**src/rtl/chroma_key_pipe.sv**
```systemverilog
// chroma_key_pipe: two-stage chroma keyer with hysteresis, frame-synchronous config and keyed-pixel counter
module chroma_key_pipe #(
  parameter int CW    = 8,
  parameter int HYST  = 4,
  parameter int CNT_W = 21
) (
  input  logic              clk,
  input  logic              rst,
  input  logic              en,
  input  logic              in_valid,
  input  logic              in_sof,
  input  logic              in_sol,
  input  logic [3*CW-1:0]   in_pixel,
  input  logic [3*CW-1:0]   pass_in,
  input  logic [3*CW-1:0]   cfg_lo,
  input  logic [3*CW-1:0]   cfg_hi,
  input  logic [3*CW-1:0]   cfg_fill,
  input  logic              cfg_load,
  output logic              out_valid,
  output logic              out_sof,
  output logic              out_sol,
  output logic [3*CW-1:0]   out_pixel,
  output logic [3*CW-1:0]   pass_out,
  output logic              out_keyed,
  output logic [CNT_W-1:0]  key_count,
  output logic              count_valid
);
  localparam int PW = 3*CW;
  localparam logic [CW-1:0] MAXV = '1;
  localparam logic [CW-1:0] HV = CW'(HYST);
  logic [PW-1:0] sh_lo, sh_hi, sh_fill, ac_lo, ac_hi, ac_fill, lo, hi, fill;
  logic [CW-1:0] c, l, h, lw, hw;
  logic mn, mw;
  logic v1, sof1, sol1, mn1, mw1, pk, key;
  logic [PW-1:0] pix1, pass1, fill1;
  logic [CNT_W-1:0] cnt;
  // a valid sof switches to the shadow config combinationally so its own pixel already uses it
  always_comb begin
    lo = (in_valid && in_sof) ? sh_lo : ac_lo;
    hi = (in_valid && in_sof) ? sh_hi : ac_hi;
    fill = (in_valid && in_sof) ? sh_fill : ac_fill;
    c = '0;
    l = '0;
    h = '0;
    lw = '0;
    hw = '0;
    mn = 1'b1;
    mw = 1'b1;
    for (int i = 0; i < 3; i++) begin
      c = in_pixel[i*CW +: CW];
      l = lo[i*CW +: CW];
      h = hi[i*CW +: CW];
      lw = (l < HV) ? '0 : l - HV;
      hw = (h > MAXV - HV) ? MAXV : h + HV;
      mn = mn & (c >= l) & (c <= h);
      mw = mw & (c >= lw) & (c <= hw);
    end
  end
  always_ff @(posedge clk) begin
    if (rst) begin
      {sh_lo, sh_hi, sh_fill, ac_lo, ac_hi, ac_fill} <= '0;
      {v1, sof1, sol1, mn1, mw1} <= '0;
      {pix1, pass1, fill1} <= '0;
    end else begin
      v1 <= in_valid;
      sof1 <= in_valid & in_sof;
      sol1 <= in_valid & in_sol;
      pix1 <= in_pixel;
      pass1 <= pass_in;
      mn1 <= mn;
      mw1 <= mw;
      fill1 <= fill;
      ac_lo <= lo;
      ac_hi <= hi;
      ac_fill <= fill;
      if (cfg_load) begin
        sh_lo <= cfg_lo;
        sh_hi <= cfg_hi;
        sh_fill <= cfg_fill;
      end
    end
  end
  assign key = en & v1 & (mn1 | (~sol1 & pk & mw1));
  always_ff @(posedge clk) begin
    if (rst) begin
      {out_valid, out_sof, out_sol, out_keyed, count_valid, pk} <= '0;
      {out_pixel, pass_out} <= '0;
      key_count <= '0;
      cnt <= '0;
    end else begin
      out_valid <= v1;
      out_sof <= sof1;
      out_sol <= sol1;
      out_pixel <= key ? fill1 : pix1;
      pass_out <= pass1;
      out_keyed <= key;
      count_valid <= v1 & sof1;
      if (v1) pk <= key;
      if (v1 && sof1) begin
        key_count <= cnt;
        cnt <= CNT_W'(key);
      end else if (key && cnt != '1) cnt <= cnt + 1'b1;
    end
  end
endmodule
```
**config.mk**
```make
export PLATFORM = sky130hd
export DESIGN_NAME = chroma_key_pipe
export DESIGN_NICKNAME = d
export VERILOG_FILES = /design/src/rtl/chroma_key_pipe.sv
export SDC_FILE = /design/constraint.sdc
export NUM_CORES = 1
export LEC_CHECK = 0
export CAP_MARGIN = 20
export CORE_UTILIZATION = 48
export DETAILED_ROUTE_END_ITERATION = 8
export DONT_BUFFER_PORTS = 1
export PLACE_DENSITY = 0.72
export SYNTH_ARGS = -nofsm -noshare
export SYNTH_HDL_FRONTEND = slang
export SYNTH_SLANG_ARGS = --single-unit
```
**constraint.sdc**
```tcl
create_clock -name clk -period 3.4 [get_ports clk]
set_input_delay 0.68 -clock clk [delete_from_list [all_inputs] [get_ports clk]]
set_output_delay 0.68 -clock clk [all_outputs]
set_load 0.03 [all_outputs]
```
==> impl_metrics.env <==
export IMPL_drc=0
export IMPL_drive_gt1_frac=0.0967
export IMPL_reg2reg_to="mw1"
export IMPL_cts_hold_buffers=0
export IMPL_ys_ff_latch=293
export IMPL_holdPathEnd="pass1[1]"
export IMPL_combPwrFrac=0.083
export IMPL_rows=59
export IMPL_clockBufferDepth=3
export IMPL_synth_area_leaders="dfxtp_1 46%, ha_1 10%, mux2i_1 8.9%, nor2_1 4.8%, nor2b_1 4.2%"
export IMPL_synth_ff_type="dfxtp_1"
export IMPL_max_cap_violations=0
export IMPL_layout_common_cells="293 x dfxtp_1, 162 x nor2_1, 139 x nand2_1, 107 x mux2i_1, 103 x ha_1"
export IMPL_ys_seq_area_frac=0.464
export IMPL_fin_area_um2=14400
export IMPL_p_per_area_nw_per_um2=544
export IMPL_critPathSlowestCell="mux2i_1"
export IMPL_synth_area_per_cell_um2=9.57
export IMPL_cts_resized_gates=0
export IMPL_ir_drop_uv=518
export IMPL_cp_max_fo=10
export IMPL_status="finished, final reports clean"
export IMPL_hold_depth=1
export IMPL_area_growth_pct=13.7
export IMPL_root_buffer="clkbuf_16"
export IMPL_vias=9342
export IMPL_drt_initial_drc_count=559
export IMPL_gp_congestion=0.880
export IMPL_r2r_slack_ps=680
export IMPL_first_pass_iters=5
export IMPL_routed_via_density=5.49
export IMPL_seqPwrFrac=0.469
export IMPL_criticalPathCategory="input pin to flop"
export IMPL_synth_fa_ha_area_frac=0.103
export IMPL_wl_mm=29.8
export IMPL_fin_hold_ws_ps=177
export IMPL_drv_slew=0
export IMPL_rr_startpoint="sh_lo[2]"
export IMPL_layout_commonest_cell="dfxtp_1"
export IMPL_rsz0062_at_grt="no"
export IMPL_detailed_place_hpwl_mm=21.4
export IMPL_die_y_um=164
export IMPL_synth_compound_area_share=0.107
export IMPL_detail_route_wl_per_cell_um=17.5
export IMPL_num_fill_cells=2288
export IMPL_skew_ps=12.7
export IMPL_io_buffers=0
export IMPL_syn_nets=1554
export IMPL_grt_max_degree=254
export IMPL_multi_input_area_um2=6520
export IMPL_cts_buffers=31
export IMPL_finish_utilization=0.554
export IMPL_io_pins=201
export IMPL_muxShareOfSynthArea=0.0976
export IMPL_place_area_um2=13300
export IMPL_p_sw_mw=1.84
export IMPL_cts_tree="built"
export IMPL_worstMarginPinSlew_ps=755
export IMPL_synthCells=1323
export IMPL_ys_warn_count=0
export IMPL_critPathRequiredTime_ps=3920
export IMPL_path_cells="nand2_8, buf_4, mux2i_1, inv_1, ha_1, and4b_1, nor2b_1, ha_1, nor2b_1, o211ai_1, a21oi_1, o21ai_0, and4b_1"
export IMPL_h_tree_depth=1
export IMPL_ys_types=64
export IMPL_post_cts_repair_setup_buffers=0
export IMPL_start_util=0.487
export IMPL_power_mw=7.83
export IMPL_clkSinkCount=293
export IMPL_grt_util_all_layers=0.217
export IMPL_grt_pass1_vias=8971
export IMPL_die_width_um=164
export IMPL_die_area_um2=27000
export IMPL_fin_crit_sh=0.838
export IMPL_grt_antenna_before_repair=1
export IMPL_synth_xor_area_share=0.0118
export IMPL_grt_pass1_wl_mm=46.6
export IMPL_cpPeakStageDelay_ps=450
export IMPL_critPathCaptureType="flop"
export IMPL_synth_async_sr_flop_share=0
export IMPL_gr_total_overflow=0
export IMPL_fp_coreArea_um2=26000
export IMPL_synth_top_cell_by_area="dfxtp_1"
export IMPL_power_leakage_nw=6.07
export IMPL_hold_start="rst"
export IMPL_path_clk_slew_ps=60
export IMPL_fmax_ghz=0.351
export IMPL_min_path_type="input pin to flop"
export IMPL_post_route_min_period_ps=2850
export IMPL_grt_use_met3=0.0510
export IMPL_synth_edf_count=0
export IMPL_syn_cell_area_um2=12700
export IMPL_antenna_left=0
export IMPL_synthDominantCellAreaShare=0.464
export IMPL_arrival_ps=3370
export IMPL_slew_headroom=0.496
export IMPL_r2r_cells=11
export IMPL_grt_busiest_layer="met2"
export IMPL_synth_top_family_by_area="simple AND/OR/NAND/NOR gates"
export IMPL_setup_viol=0
export IMPL_clk_latency_ps=570
export IMPL_swShare=0.235
export IMPL_met1_usage=0.283
export IMPL_fin_nets=1574
export IMPL_yosys_area_share_simple=0.188
export IMPL_intPower_mw=5.99
export IMPL_power_share_clock=0.447
export IMPL_finalHoldViolations=0
export IMPL_grt_use_met2=0.355
export IMPL_startpoint_type="input pin"
export IMPL_seq_area_um2=5870
## cell usage after synthesis, types with 8 or more instances
cell and instances:
a21oi_1 81, nand4_1 18, mux2i_1 113, nor2_1 162, and2_1 10, nand2b_1 17, inv_1 21, a22o_1 23
ha_1 104, nand2_1 139, o21a_1 9, dfxtp_1 293, or3_1 8, a211oi_1 17, nor2b_1 85, buf_1 8
xnor2_1 13, o21ai_0 33, nand3_1 12, clkbuf_1 45
## area by class of cell
class / count / area share
Clock buffer: 43 / 0.0633
Sequential cell: 293 / 0.408
Multi-Input combinational cell: 945 / 0.453
Antenna cell: 1 / 0.000174
Clock inverter: 12 / 0.0118
Inverter: 21 / 0.00548
Timing Repair Buffer: 51 / 0.0292
Tap cell: 335 / 0.0291
## cells by family after synthesis
family | Yosys count
simple gates | 492
flops | 293
compound gates | 211
mux | 121
fa+ha+maj | 104
buf+inv | 85
xor+xnor | 17
## worst max-delay path by stage
stage	start	to	slack, ps	cells past startpoint
floorplan	in_sof	mw1	10	15
global placement	in_sof	mw1	90	13
detailed placement	in_sof	mw1	-20	13
CTS	in_sof	mw1	580	13
global route	in_sof	mw1	320	13
finish	in_sof	mw1	550	13
## per-stage QoR
| stage | setup TNS [ps] | worst slack, ps | std cells |
|---|---|---|---|
| 2_1_floorplan | 0 | 12.9 | 1323 |
| 3_3_place_gp | 0 | 86.8 | 1645 |
| 6_report | 0 | 550 | 1701 |
| 3_5_place_dp | -17.7 | -17.7 | 1645 |
| 5_1_grt | 0 | 319 | 1700 |
| 4_1_cts | 0 | 577 | 1700 |
## sequential cells by signal (all words and copies together) (netlist names), 21 cells and up
signal and cells:
pix1 24, ac_lo 24, sh_fill 24, pass_out 24
fill1 24, sh_hi 24, sh_lo 24, cnt 21
key_count 21, pass1 24, out_pixel 24, ac_hi 24
## worst max-delay path, delay by kind of cell
kind	cells	cell delay, ps
buffers and inverters	2	290
AO/OA/AOI/OAI	3	510
multiplexers	1	450
adder cells (fa/ha/maj)	2	500
AND/OR/NAND/NOR	5	910
## layer usage
layer / share of wire / vias up / routed length, µm
met4: 0.027 / 0 / 807
met1: 0.44 / 4386 / 13300
met5: 0 / - / 0
li1: - / 4651 / -
met2: 0.46 / 246 / 13800
met3: 0.067 / 59 / 2010
## power by group through the flow
stage	combinational (mW)	sequential [mW]	clock, mW
2_1_floorplan	0.555	3.72	0
3_3_place_gp	0.622	3.75	0
3_5_place_dp	0.648	3.75	0
6_report	0.652	3.68	3.50
4_1_cts	0.655	3.68	3.57
5_1_grt	0.737	3.69	3.70
Power figures use the tool's default switching activity.
